**config.mk**
```make
export PLATFORM = sky130hd
export DESIGN_NAME = median_window_feeder
export DESIGN_NICKNAME = d
export VERILOG_FILES = /design/src/rtl/median_pkg.sv /design/src/rtl/median_line_buffer.sv /design/src/rtl/median_window_feeder.sv
export SDC_FILE = /design/constraint.sdc
export NUM_CORES = 1
export LEC_CHECK = 0
export CAP_MARGIN = 20
export CORE_AREA = 2 2 189 191
export CTS_BUF_LIST = sky130_fd_sc_hd__clkbuf_8
export DETAILED_ROUTE_END_ITERATION = 10
export DIE_AREA = 0 0 191 193
export GPL_TIMING_DRIVEN = 1
export PLACE_DENSITY = 0.67
export SLEW_MARGIN = 20
export SYNTH_ARGS = -nofsm -noshare
export SYNTH_HDL_FRONTEND = slang
export SYNTH_SLANG_ARGS = --single-unit
```
**constraint.sdc**
```tcl
create_clock -name CLK -period 2.4 [get_ports CLK]
set_input_delay 0.6 -clock CLK [delete_from_list [all_inputs] [get_ports CLK]]
set_output_delay 0.6 -clock CLK [all_outputs]
set_load 0.1 [all_outputs]
```
**src/rtl/median_pkg.sv**
```systemverilog
// Shared types for the 3x3 median filter front end:
// pixel type, feeder FSM states and window tap count.
package median_pkg;

  localparam int DEF_SIZE = 8;
  localparam int N_TAPS   = 9;

  typedef logic [DEF_SIZE-1:0] pixel_t;

  typedef enum logic [1:0] {
    IDLE,
    ACCEPT,
    SEND,
    WAIT
  } feeder_state_t;

endpackage

```
**src/rtl/median_line_buffer.sv**
```systemverilog
// Two-line pixel store, WIDTH entries each, read-before-write.
// Ports: clk, addr, wr_en, din in; lb0 (prev line), lb1 (two back) out.
module median_line_buffer
  import median_pkg::*;
#(
  parameter int SIZE  = DEF_SIZE,
  parameter int WIDTH = 16,
  parameter int AW    = $clog2(WIDTH)
) (
  input  logic            clk,
  input  logic [AW-1:0]   addr,
  input  logic            wr_en,
  input  logic [SIZE-1:0] din,
  output logic [SIZE-1:0] lb0,
  output logic [SIZE-1:0] lb1
);

  logic [SIZE-1:0] r_line0 [WIDTH];
  logic [SIZE-1:0] r_line1 [WIDTH];

  assign lb0 = r_line0[addr];
  assign lb1 = r_line1[addr];

  // Contents are deliberately not reset.
  always_ff @(posedge clk) begin
    if (wr_en) begin
      r_line1[addr] <= r_line0[addr];
      r_line0[addr] <= din;
    end
  end

endmodule

```
**src/rtl/median_window_feeder.sv**
```systemverilog
// Raster stream -> 3x3 window, bursts 9 taps to the median core.
// Ports: CLK, nRST, PIX_IN/VALID/READY, DI/DSI out, MED_DSO in, FRAME_DONE.
module median_window_feeder
  import median_pkg::*;
#(
  parameter int SIZE   = DEF_SIZE,
  parameter int WIDTH  = 16,
  parameter int HEIGHT = 16
) (
  input  logic            CLK,
  input  logic            nRST,
  input  logic [SIZE-1:0] PIX_IN,
  input  logic            PIX_VALID,
  output logic            PIX_READY,
  output logic [SIZE-1:0] DI,
  output logic            DSI,
  input  logic            MED_DSO,
  output logic            FRAME_DONE
);

  localparam int CW = $clog2(WIDTH);
  localparam int RW = $clog2(HEIGHT);
  localparam int KW = $clog2(N_TAPS);

  feeder_state_t   r_state;
  feeder_state_t   w_next;
  logic [CW-1:0]   r_col;
  logic [RW-1:0]   r_row;
  logic [KW-1:0]   r_k;
  logic            r_last;
  logic            r_done;
  logic [SIZE-1:0] r_win [N_TAPS];

  logic            w_xfer;
  logic            w_col_end;
  logic            w_row_end;
  logic            w_emit;
  logic            w_frame_end;
  logic            w_k_end;
  logic [SIZE-1:0] w_lb0;
  logic [SIZE-1:0] w_lb1;
  logic [SIZE-1:0] w_new [3];

  median_line_buffer #(
    .SIZE  (SIZE),
    .WIDTH (WIDTH),
    .AW    (CW)
  ) u_lb (
    .clk   (CLK),
    .addr  (r_col),
    .wr_en (w_xfer),
    .din   (PIX_IN),
    .lb0   (w_lb0),
    .lb1   (w_lb1)
  );

  assign w_xfer      = (r_state == ACCEPT) & PIX_VALID;
  assign w_col_end   = r_col == CW'(WIDTH - 1);
  assign w_row_end   = r_row == RW'(HEIGHT - 1);
  assign w_emit      = (r_row >= RW'(2)) & (r_col >= CW'(2));
  assign w_frame_end = w_col_end & w_row_end;
  assign w_k_end     = r_k == KW'(N_TAPS - 1);

  // Incoming column, top to bottom.
  assign w_new[0] = w_lb1;
  assign w_new[1] = w_lb0;
  assign w_new[2] = PIX_IN;

  assign PIX_READY  = r_state == ACCEPT;
  assign DSI        = r_state == SEND;
  assign DI         = DSI ? r_win[r_k] : '0;
  assign FRAME_DONE = r_done;

  always_comb begin
    w_next = r_state;
    unique case (r_state)
      IDLE:    w_next = ACCEPT;
      ACCEPT:  if (w_xfer && w_emit) w_next = SEND;
      SEND:    if (w_k_end) w_next = WAIT;
      WAIT:    if (MED_DSO) w_next = ACCEPT;
      default: w_next = IDLE;
    endcase
  end

  always_ff @(posedge CLK or negedge nRST) begin
    if (!nRST) begin
      r_state <= IDLE;
      r_col   <= '0;
      r_row   <= '0;
      r_k     <= '0;
      r_last  <= 1'b0;
      r_done  <= 1'b0;
      for (int i = 0; i < N_TAPS; i++)
        r_win[i] <= '0;
    end else begin
      r_state <= w_next;
      r_done  <= 1'b0;
      if (w_xfer) begin
        for (int r = 0; r < 3; r++) begin
          r_win[3*r]   <= r_win[3*r+1];
          r_win[3*r+1] <= r_win[3*r+2];
          r_win[3*r+2] <= w_new[r];
        end
        r_last <= w_frame_end;
        if (w_col_end) begin
          r_col <= '0;
          r_row <= w_row_end ? '0 : r_row + 1'b1;
        end else begin
          r_col <= r_col + 1'b1;
        end
        if (!w_emit && w_frame_end)
          r_done <= 1'b1;
      end
      if (r_state == SEND)
        r_k <= w_k_end ? '0 : r_k + 1'b1;
      // Frame completes only once the core finished the last window.
      if (r_state == WAIT && MED_DSO && r_last)
        r_done <= 1'b1;
    end
  end

endmodule

```
# After elaboration in Yosys (flattened, before gate mapping)
# Memories as Yosys holds them, arrays and structs flattened. A register that Yosys moved wholly into a read port is not among the register bits.
# Index checks and enable logic that the tools add are counted.
dict set report word_totals {
  ff_bits 80
  ramBits 256
  inputBits 12
  output_inout_bits 11
  wordCells 60
  n_memories 2
}
dict set report op_classes {
  add_sub_neg 3
  order_cmp 3
  n_eq_ne 9
  n_mux 16
  bitwise_logic 4
  n_reduce_logical 9
}
# memory depth word_bits rd rd_ports_with_merged_regs wr line
set memory_table {}
lappend memory_table {u_lb.r_line0 16 8 1 0 1 median_line_buffer.sv:18} ;# logic [SIZE-1:0] r_line0 [WIDTH];
lappend memory_table {u_lb.r_line1 16 8 1 1 1 median_line_buffer.sv:19} ;# logic [SIZE-1:0] r_line1 [WIDTH];
# cell n
set ops {}
lappend ops {{$bmux 8 s4} 1}
lappend ops {{$mux 8} 3}
lappend ops {{$add 4x1->4 const B} 3}
lappend ops {{$eq 4x4->1 const B} 3}
lappend ops {{$mux 4} 3}
lappend ops {{$ge 4x2->1 const B} 2}
lappend ops {{$pmux 2 s4} 1}
lappend ops {{$mux 2} 3}
lappend ops {{$ge 5x5->1 const B} 1}
lappend ops {{$mux 1} 5}
lappend ops {{$not 4->5} 1}
lappend ops {{$eq 2x2->1 const B} 2}
lappend ops {{$logic_and 1x1->1} 4}
lappend ops {{$ne 2x1->1 const B} 2}
lappend ops {{$and 1x1->1} 3}
lappend ops {{$reduce_and 3->1} 1}
lappend ops {{$eq 2x1->1 const B} 1}
lappend ops {{$logic_not 1->1} 2}
lappend ops {{$logic_not 2->1} 1}
lappend ops {{$ne 2x2->1 const B} 1}
lappend ops {{$reduce_and 2->1} 1}

# Logic depth before layout (Yosys ltp)
# Gate-level depths: netlist of the first run.
dict set report logic_depth {
  depth_word 7
  depth_mapped 8
  ltp_nobuf 7
}

# By module
# From an unflattened synthesis of the first run, not the netlist that was laid out.
dict set report hier_totals {
  cells_unflattened 874
  area_unflattened_um2 13959.6
}
# module n_inst cells_per_inst area_per_inst_um2 seq_area_each_um2
set modules_own_cells {}
lappend modules_own_cells {median_line_buffer 1 418 9771.9 7687.4}
lappend modules_own_cells {median_window_feeder 1 456 4187.8 2202.1}

# Worst setup path after synthesis of the first run
# No wires, ideal clock.
dict set report synth_path {
  path_kind {register to output}
  start {register r_state[0]}
  end {output DI[0]}
  arrival_ns 2.796
  t_required_ns 1.800
  setup_slack_ns -0.996
  stages_incl_launch_ff 7
  n_path_buf 2
  path_cell_list {dfrtp_1 inv_1 ha_1 clkbuf_1 nor2b_1 clkbuf_1 a32o_1}
}
dict set report synth_via {
  elab_chain_cells 2
}
# item line
set synth_rtl {}
lappend synth_rtl {{start: declaration} median_window_feeder.sv:25} ;# feeder_state_t r_state;
lappend synth_rtl {{start signal: assignment} median_window_feeder.sv:96} ;# r_state <= w_next;
lappend synth_rtl {{$eq 2x2->1} median_window_feeder.sv:70} ;# assign DSI = r_state == SEND;
lappend synth_rtl {{net DSI} median_window_feeder.sv:16} ;# output logic DSI,
lappend synth_rtl {{$mux 8} median_window_feeder.sv:71} ;# assign DI = DSI ? r_win[r_k] : '0;
lappend synth_rtl {{end: declaration} median_window_feeder.sv:15} ;# output logic [SIZE-1:0] DI,
# The timed path passes the listed nets, and every way through them passes these cells.

# Worst setup path in the final report of the first run
dict set report layout_path {
  start {register r_k[0]}
  end {output DI[5]}
}
dict set report layout_via {
  elab_chain_cells 5
}
# item line
set layout_rtl {}
lappend layout_rtl {{start: declaration} median_window_feeder.sv:29} ;# logic [KW-1:0] r_k;
lappend layout_rtl {{start signal: assignment} median_window_feeder.sv:115} ;# r_k <= w_k_end ? '0 : r_k + 1'b1;
lappend layout_rtl {{$not 4->5 (implied by the code)} median_window_feeder.sv:71}
lappend layout_rtl {{$bmux 8 s4} median_window_feeder.sv:71}
lappend layout_rtl {{$mux 8 (implied by the code) (2 in series)} median_window_feeder.sv:71}
lappend layout_rtl {{$mux 8} median_window_feeder.sv:71}
# No other way between the ends. The select of a mux whose other input is x is not followed.

==> results of run 1 <==
[report_power, final]
part	switching, mW	total, mW	leakage (nW)	internal, mW
clock network	2.25	4.54	0.583	2.30
registers	0.668	8.67	3.39	8.00
logic	3.59	6.40	2.20	2.81
[final cells by class]
| class | count | share of cell area (%) |
|---|---|---|
| Clock inverter | 41 | 1.16 |
| Multi-Input combinational cell | 507 | 24.3 |
| Tap cell | 461 | 3.40 |
| Inverter | 9 | 0.199 |
| Clock buffer | 57 | 4.63 |
| Timing Repair Buffer | 110 | 7.88 |
| Sequential cell | 344 | 58.4 |
[worst paths after layout]
check / end / cells past startpoint
setup / recovery: DI[5] / 6
hold / removal: r_win[64] / 2
setup reg to reg: r_win[54] / 6
hold reg to reg: r_win[64] / 2
max in group asynchronous: r_col[3] / 3
min in group asynchronous: r_k[3] / 2
[cells in the mapped netlist, drive strengths merged, types with 2 or more instances]
library cell,count,area [um2]
nand3,12,60.1
xnor2,3,26.3
o21ai,15,75.1
nand2,215,807
mux4,51,1150
a221oi,4,35.0
or2,2,12.5
and2,3,18.8
a21o,2,15.0
nor2b,5,31.3
nand2b,4,25.0
nor3,2,10.0
a32o,8,80.1
a311oi,2,17.5
mux2i,37,370
a31oi,14,87.6
o22ai,10,62.6
nand3b,2,15.0
dfrtp,88,2200
o31ai,3,22.5
and3,2,12.5
ha,11,138
nor2,29,109
buf,39,239
clkbuf,18,67.6
a32oi,8,70.1
a22oi,7,52.6
a21oi,9,45.0
o211ai,8,60.1
inv,9,33.8
mux2,29,330
edfxtp,256,7690
[worst reg2reg max path, cell delays in order, from the launching register on]
cell      delay (ns)
dfrtp_2         0.65
buf_4           0.26
buf_4           0.20
mux2_2          0.37
a221o_1         0.29
a221oi_1        0.27
a31oi_1         0.11
[stage by stage]
step / setup TNS (ns) / util, % / hold slack (ns) / cells / power, mW
floorplan: -5.79 / - / 0.304 / 917 / 12.6
global placement: -0.413 / 45.3 / 0.455 / 1428 / 14.9
detailed placement: -0.602 / 45.3 / 0.462 / 1428 / 15.0
CTS: -3.77 / 48.3 / 0.476 / 1529 / 19.7
global route: -4.18 / 48.5 / 0.491 / 1529 / 20.7
finish: -3.56 / 48.5 / 0.471 / 1529 / 19.6
[kinds of logic (layout without fill, tap and decap cells)]
group	after synthesis	in the layout	share of synthesized area, %
flip-flops	344	344	70.4
AND/OR/NAND/NOR	280	280	8.06
multiplexers	117	117	13.2
AO/OA/AOI/OAI	96	96	4.83
buffers and inverters	66	217	2.42
adder cells (fa/ha/maj)	11	11	0.979
XOR/XNOR	3	3	0.187
[state kept, by name, indices dropped and copies added, names as in the netlist]
| register | count |
|---|---|
| r_state | 2 |
| r_k | 4 |
| u_lb.r_line0 | 128 |
| u_lb.r_line1 | 128 |
| FRAME_DONE | 1 |
| r_win | 72 |
| r_row | 4 |
| r_col | 4 |
| r_last | 1 |
[metal layers]
layer | wire (um) | GRT usage [%]
met3 | 1710 | 3.37
met2 | 14900 | 28.2
met1 | 14400 | 25.0
met5 | 0 | 0
met4 | 520 | 5.01
[timing repair]
item	in CTS	in global routing
hold buffers	1	0
hold endpoints to repair	37	0
gates resized for setup	6	12
setup buffers	2	0
pin swaps	4	8
endpoints found under the setup margin	14	51
==> out/results.txt, run 1 <==
Outcome - complete, but fails checks
Failing checks - setup timing
Vias per cell - 5.25
Fmax - 350 MHz
Initial antenna violation count - 0
CTS clk-pin slew, worst paths - 0.06 ns
Arrival time worst endpoint - 2.26 ns
Critical path buffer and inverter count - 2
Netlist Area Pre-Place - 14100 um2
Antenna cells - 0
CP Max Fanout - 10
Crit path capture type - output port
Critical-path top delay cell - dfrtp_4
Fin nets - 1049
Vias in the first global route - 8294
Worst slew pin tran - 0.804 ns
HP Start - r_win[64]
Die ar. - 36900 um2
Final worst slack - -0.461 ns
Req. time, crit path - 1.80 ns
CTS max path bufs - 3
Clock latency on the worst-skew pair - 0.61 ns
Post-synth EDFFs - 256
I/O pin cnt - 23
Design area - 16900 um2
Placement Setup Slack - -0.0792 ns
Std cell rows - 69
Crit-path max cell delay - 0.50 ns
Final wirelength - 31500 um
Kind of critical path - register to output port
Dpl hpwl - 20000 um
Headroom to the max-slew limit - 46.1%
First-pass GRT wire length - 49000 um
Register area share after synthesis - 70.4%
Final Hold Vio Count - 0
Grt ovf - 0
Most frequent cells in the layout - edfxtp_1, nand2_1, dfrtp_1
CTS tree - yes
Max cap viols - 0
Detailed Routing Iterations Pass 1 - 5
Main synth FF type - edfxtp_1
Area of the multi-input gates - 4120 um2
Final period util - 119%
Vias - 8022
Core Area - 35000 um2
FF/Latch Area - 9900 um2
Average instance area after synthesis - 15.3 um2
R2R setup slack - 0.11 ns
Final ANT Viol Nets - 0
H-tree Lvls - 2
Wire per inst - 20.6 um
Die X - 191 um
RSZ-0062 raised after global routing - yes
Gpl congestion - 0.772
Iteration-0 DRC Markers - 682
Synthesized flop and latch total - 344
Synth warnings - 0
Initial core utilization - 40.2%
Final setup skew - 0.0272 ns
Worst setup path startpoint - r_k[0]
Port bufs - 22
DIE HEIGHT - 193 um
Critical path's top delay family - flip-flops
CTS Buf Count - 54
Clk sinks - 344
Area of placed instances - 15800 um2
Root buffer cell - clkbuf_8
R2r startpoint - r_col[3]
Area grow syn2layout - 20.6%
Gate Count Post-Synth - 917
Power density over the cells - 1160 nW/um2
VDD IR max - 0.526 mV
Final setup fails - 8
Crit start category - register
Detailed-route DRC error count - 0
Cell mode on critical path - buf_12
Netlist cell types - 48
Slew Viols, Final - 0
Asr flop ratio synth - 25.6%
Filler cell count in the final layout - 2961
Min Tclk post-route - 2.86 ns
Crit path cell chain - buf_12 > mux2_2 > nand2_1 > a32oi_2 > a32o_4 > buf_12
GRT Total Usage - 17.7%
Leakage - 6.17 nW
HP Class - register to register
Share of layout cells above drive strength 1 - 27.3%
Synthesized net count - 940
Commonest non-fill, non-tap cell in the layout - edfxtp_1
Largest net degree at the start of global routing - 51
No activity file was read; power rests on OpenSTA's default activity.
==> run 2, diff against run 1 <==
--- a/config.mk
+++ b/config.mk
@@ -6,12 +6,12 @@
 export NUM_CORES = 1
 export LEC_CHECK = 0
 export CAP_MARGIN = 20
-export CORE_AREA = 2 2 189 191
+export CORE_AREA = 2 2 161 163
 export CTS_BUF_LIST = sky130_fd_sc_hd__clkbuf_8
 export DETAILED_ROUTE_END_ITERATION = 10
-export DIE_AREA = 0 0 191 193
+export DIE_AREA = 0 0 163 165
 export GPL_TIMING_DRIVEN = 1
-export PLACE_DENSITY = 0.67
+export PLACE_DENSITY = 0.84
 export SLEW_MARGIN = 20
 export SYNTH_ARGS = -nofsm -noshare
 export SYNTH_HDL_FRONTEND = slang
==> constraint.sdc (replaced) <==
create_clock -name CLK -period 2.3 [get_ports CLK]
set_input_delay 0.575 -clock CLK [delete_from_list [all_inputs] [get_ports CLK]]
set_output_delay 0.575 -clock CLK [all_outputs]
set_load 0.1 [all_outputs]
==> out/results.txt, run 2 (same netlist as run 1, synthesis figures left out) <==
Vias - 8330 (+3.8%)
Dpl hpwl - 19600 um (-2.0%)
Clk sinks - 344 (unchanged)
Grt ovf - 0 (unchanged)
Final setup skew - 0.0301 ns (+0.00285 ns)
Final Power - 20.5 mW (+4.6%)
Hold Path End - r_win[64]
Leakage - 6.18 nW (about the same)
Non-Filler Instances - 1395 (-8.8%)
Antenna cells - 0 (unchanged)
First-pass GRT wire length - 47600 um (-3.0%)
Final Util - 67.2% (+19 points)
HP Start - r_win[64]
Switching Fraction - 33.1% (-0.073 points)
Outcome - complete, but fails checks
P_int - 13.7 mW (+4.7%)
Fin nets - 1045 (-0.38%)
Area grow syn2layout - 19.8%
CTS clk-pin slew, worst paths - 0.06 ns (about the same)
Worst slew pin tran - 0.730 ns (-0.0743 ns)
Final setup fails - 8 (unchanged)
Power density over the cells - 1220 nW/um2 (+5.3%)
Req. time, crit path - 1.73 ns (-0.07 ns)
Final ANT Viol Nets - 0 (unchanged)
Crit start category - register
Arrival time worst endpoint - 2.23 ns (-0.03 ns)
Initial antenna violation count - 0 (unchanged)
Die ar. - 26900 um2 (-27%)
Slew Viols, Final - 0 (unchanged)
Max cap viols - 0 (unchanged)
Detailed-route DRC error count - 0 (unchanged)
Detailed Routing Iterations Pass 1 - 5 (unchanged)
Final period util - 122%
Initial core utilization - 56.1% (+16 points)
Switching pwr - 6.79 mW (+4.4%)
Crit path capture type - output port
R2r startpoint - r_col[0]
Vias per cell - 5.97 (+14%)
Commonest non-fill, non-tap cell in the layout - edfxtp_1
R2R setup slack - 0.14 ns (+0.03 ns)
Number of instances in the placed design - 1292 (-9.5%)
CP Max Fanout - 11 (+1)
CTS Buf Count - 53 (-1.9%)
Std cell rows - 58 (-16%)
VDD IR max - 0.811 mV (+54%)
GRT Total Usage - 23.6% (+5.9 points)
Final wirelength - 30900 um (-1.9%)
Headroom to the max-slew limit - 51.2% (+5.1 points)
CTS tree - yes
Failing checks - setup timing
TNS Setup - -3.84 ns (-0.282 ns)
Iteration-0 DRC Markers - 930 (+36%)
R2R cell count - 6 (unchanged)
Final Hold Vio Count - 0 (unchanged)
Gpl congestion - 0.815 (+5.5%)
DIE HEIGHT - 165 um (-15%)
Clock latency on the worst-skew pair - 0.58 ns (-0.03 ns)
Placement Setup Slack - -0.0444 ns (+0.0348 ns)
Largest net degree at the start of global routing - 48 (-5.9%)
Vias in the first global route - 8371 (+0.93%)
Kind of critical path - register to output port
Part of the power in registers - 44.1% (about the same)
Root buffer cell - clkbuf_8
H-tree Lvls - 2 (unchanged)
HP Class - register to register
Wire per inst - 22.2 um (+7.5%)
R2r endpoint - r_state[1]
Clk pwr share - 23.2% (about the same)
Hold path cells - 2 (unchanged)
Final worst slack - -0.503 ns (-0.0415 ns)
Port bufs - 22 (unchanged)
RSZ-0062 raised after global routing - yes
Logic gate share of total power - 32.7% (about the same)
Core Area - 25000 um2 (-28%)
Fmax - 357 MHz
Die X - 163 um (-15%)
Share of layout cells above drive strength 1 - 27.9% (+0.55 points)
CTS max path bufs - 3 (unchanged)
Top flop regs - u_lb.r_line0: 128 flops, u_lb.r_line1: 128 flops, r_win: 72 flops
Min Tclk post-route - 2.80 ns
Most frequent cells in the layout - edfxtp_1, nand2_1, dfrtp_1
I/O pin cnt - 23 (unchanged)
==> run 2: cell types whose count changed in the layout (fill, tap and decap cells not counted), moves of 3 or more <==
| cell | before | now |
|---|---|---|
| buf_4 | 58 | 55 |
| clkbuf_8 | 57 | 60 |
| clkinv_1 | 12 | 9 |
| mux2i_1 | 34 | 31 |
==> run 2: worst max-delay path by stage <==
stage / cells after the start / to / from / slack, ns
after detailed placement: 5 / u_lb.r_line0[7][6] / PIX_VALID / -0.04
after global placement: 5 / u_lb.r_line0[7][6] / PIX_VALID / -0.03
after CTS: 6 / DI[4] / r_k[0] / -0.51
after floorplan: 6 / DI[0] / r_state[0] / -0.02
final: 6 / DI[4] / r_k[0] / -0.50
after global routing: 6 / DI[6] / r_k[0] / -0.56
==> run 2: what timing repair did <==
item                                    in CTS  in global routing
resized for setup                           14                  4
cloned                                       0                  1
pin swaps                                    3                  4
hold buffers                                 1                  0
endpoints found under the setup margin      62                 36
setup buffers                                3                  0
endpoints found under the hold margin       33                  0
==> run 2: per-stage QoR <==
stage,hold WS (ns),cell area (um2)
after floorplan,0.279,14300
after global placement,0.454,15700
after detailed placement,0.462,15700
after CTS,0.476,16800
after global routing,0.497,16800
final,0.472,16800
==> run 2: layout make-up <==
type	count	area (um2)
flip-flops and latches	344	9900
well taps	330	413
inverters	9	33.8
fillers	1553	8200
repair buffers	107	1340
multi-input cells	507	4140
clock buffers	60	826
clock inverters	38	189
==> run 2: power by group through the flow <==
stage               logic (mW)  registers (mW)  clock network [mW]
floorplan                 4.32            8.86                   0
global placement          6.17            9.05                   0
detailed placement        6.41            9.12                   0
CTS                       6.62            9.01                4.86
global route              7.18            9.14                5.10
finish                    6.70            9.05                4.77
==> run 2: per-layer routing <==
layer	track usage (%)	routed length [um]
met1	31.3	12200
met2	39.4	15500
met3	4.34	2180
met4	9.17	1020
met5	0	0
==> run 2: worst max-delay path, cell delays in order (launching register included) <==
cell     delay, ns
dfrtp_4       0.49
buf_12        0.15
buf_12        0.15
mux2i_2       0.20
a32oi_1       0.14
a32o_4        0.34
buf_12        0.16
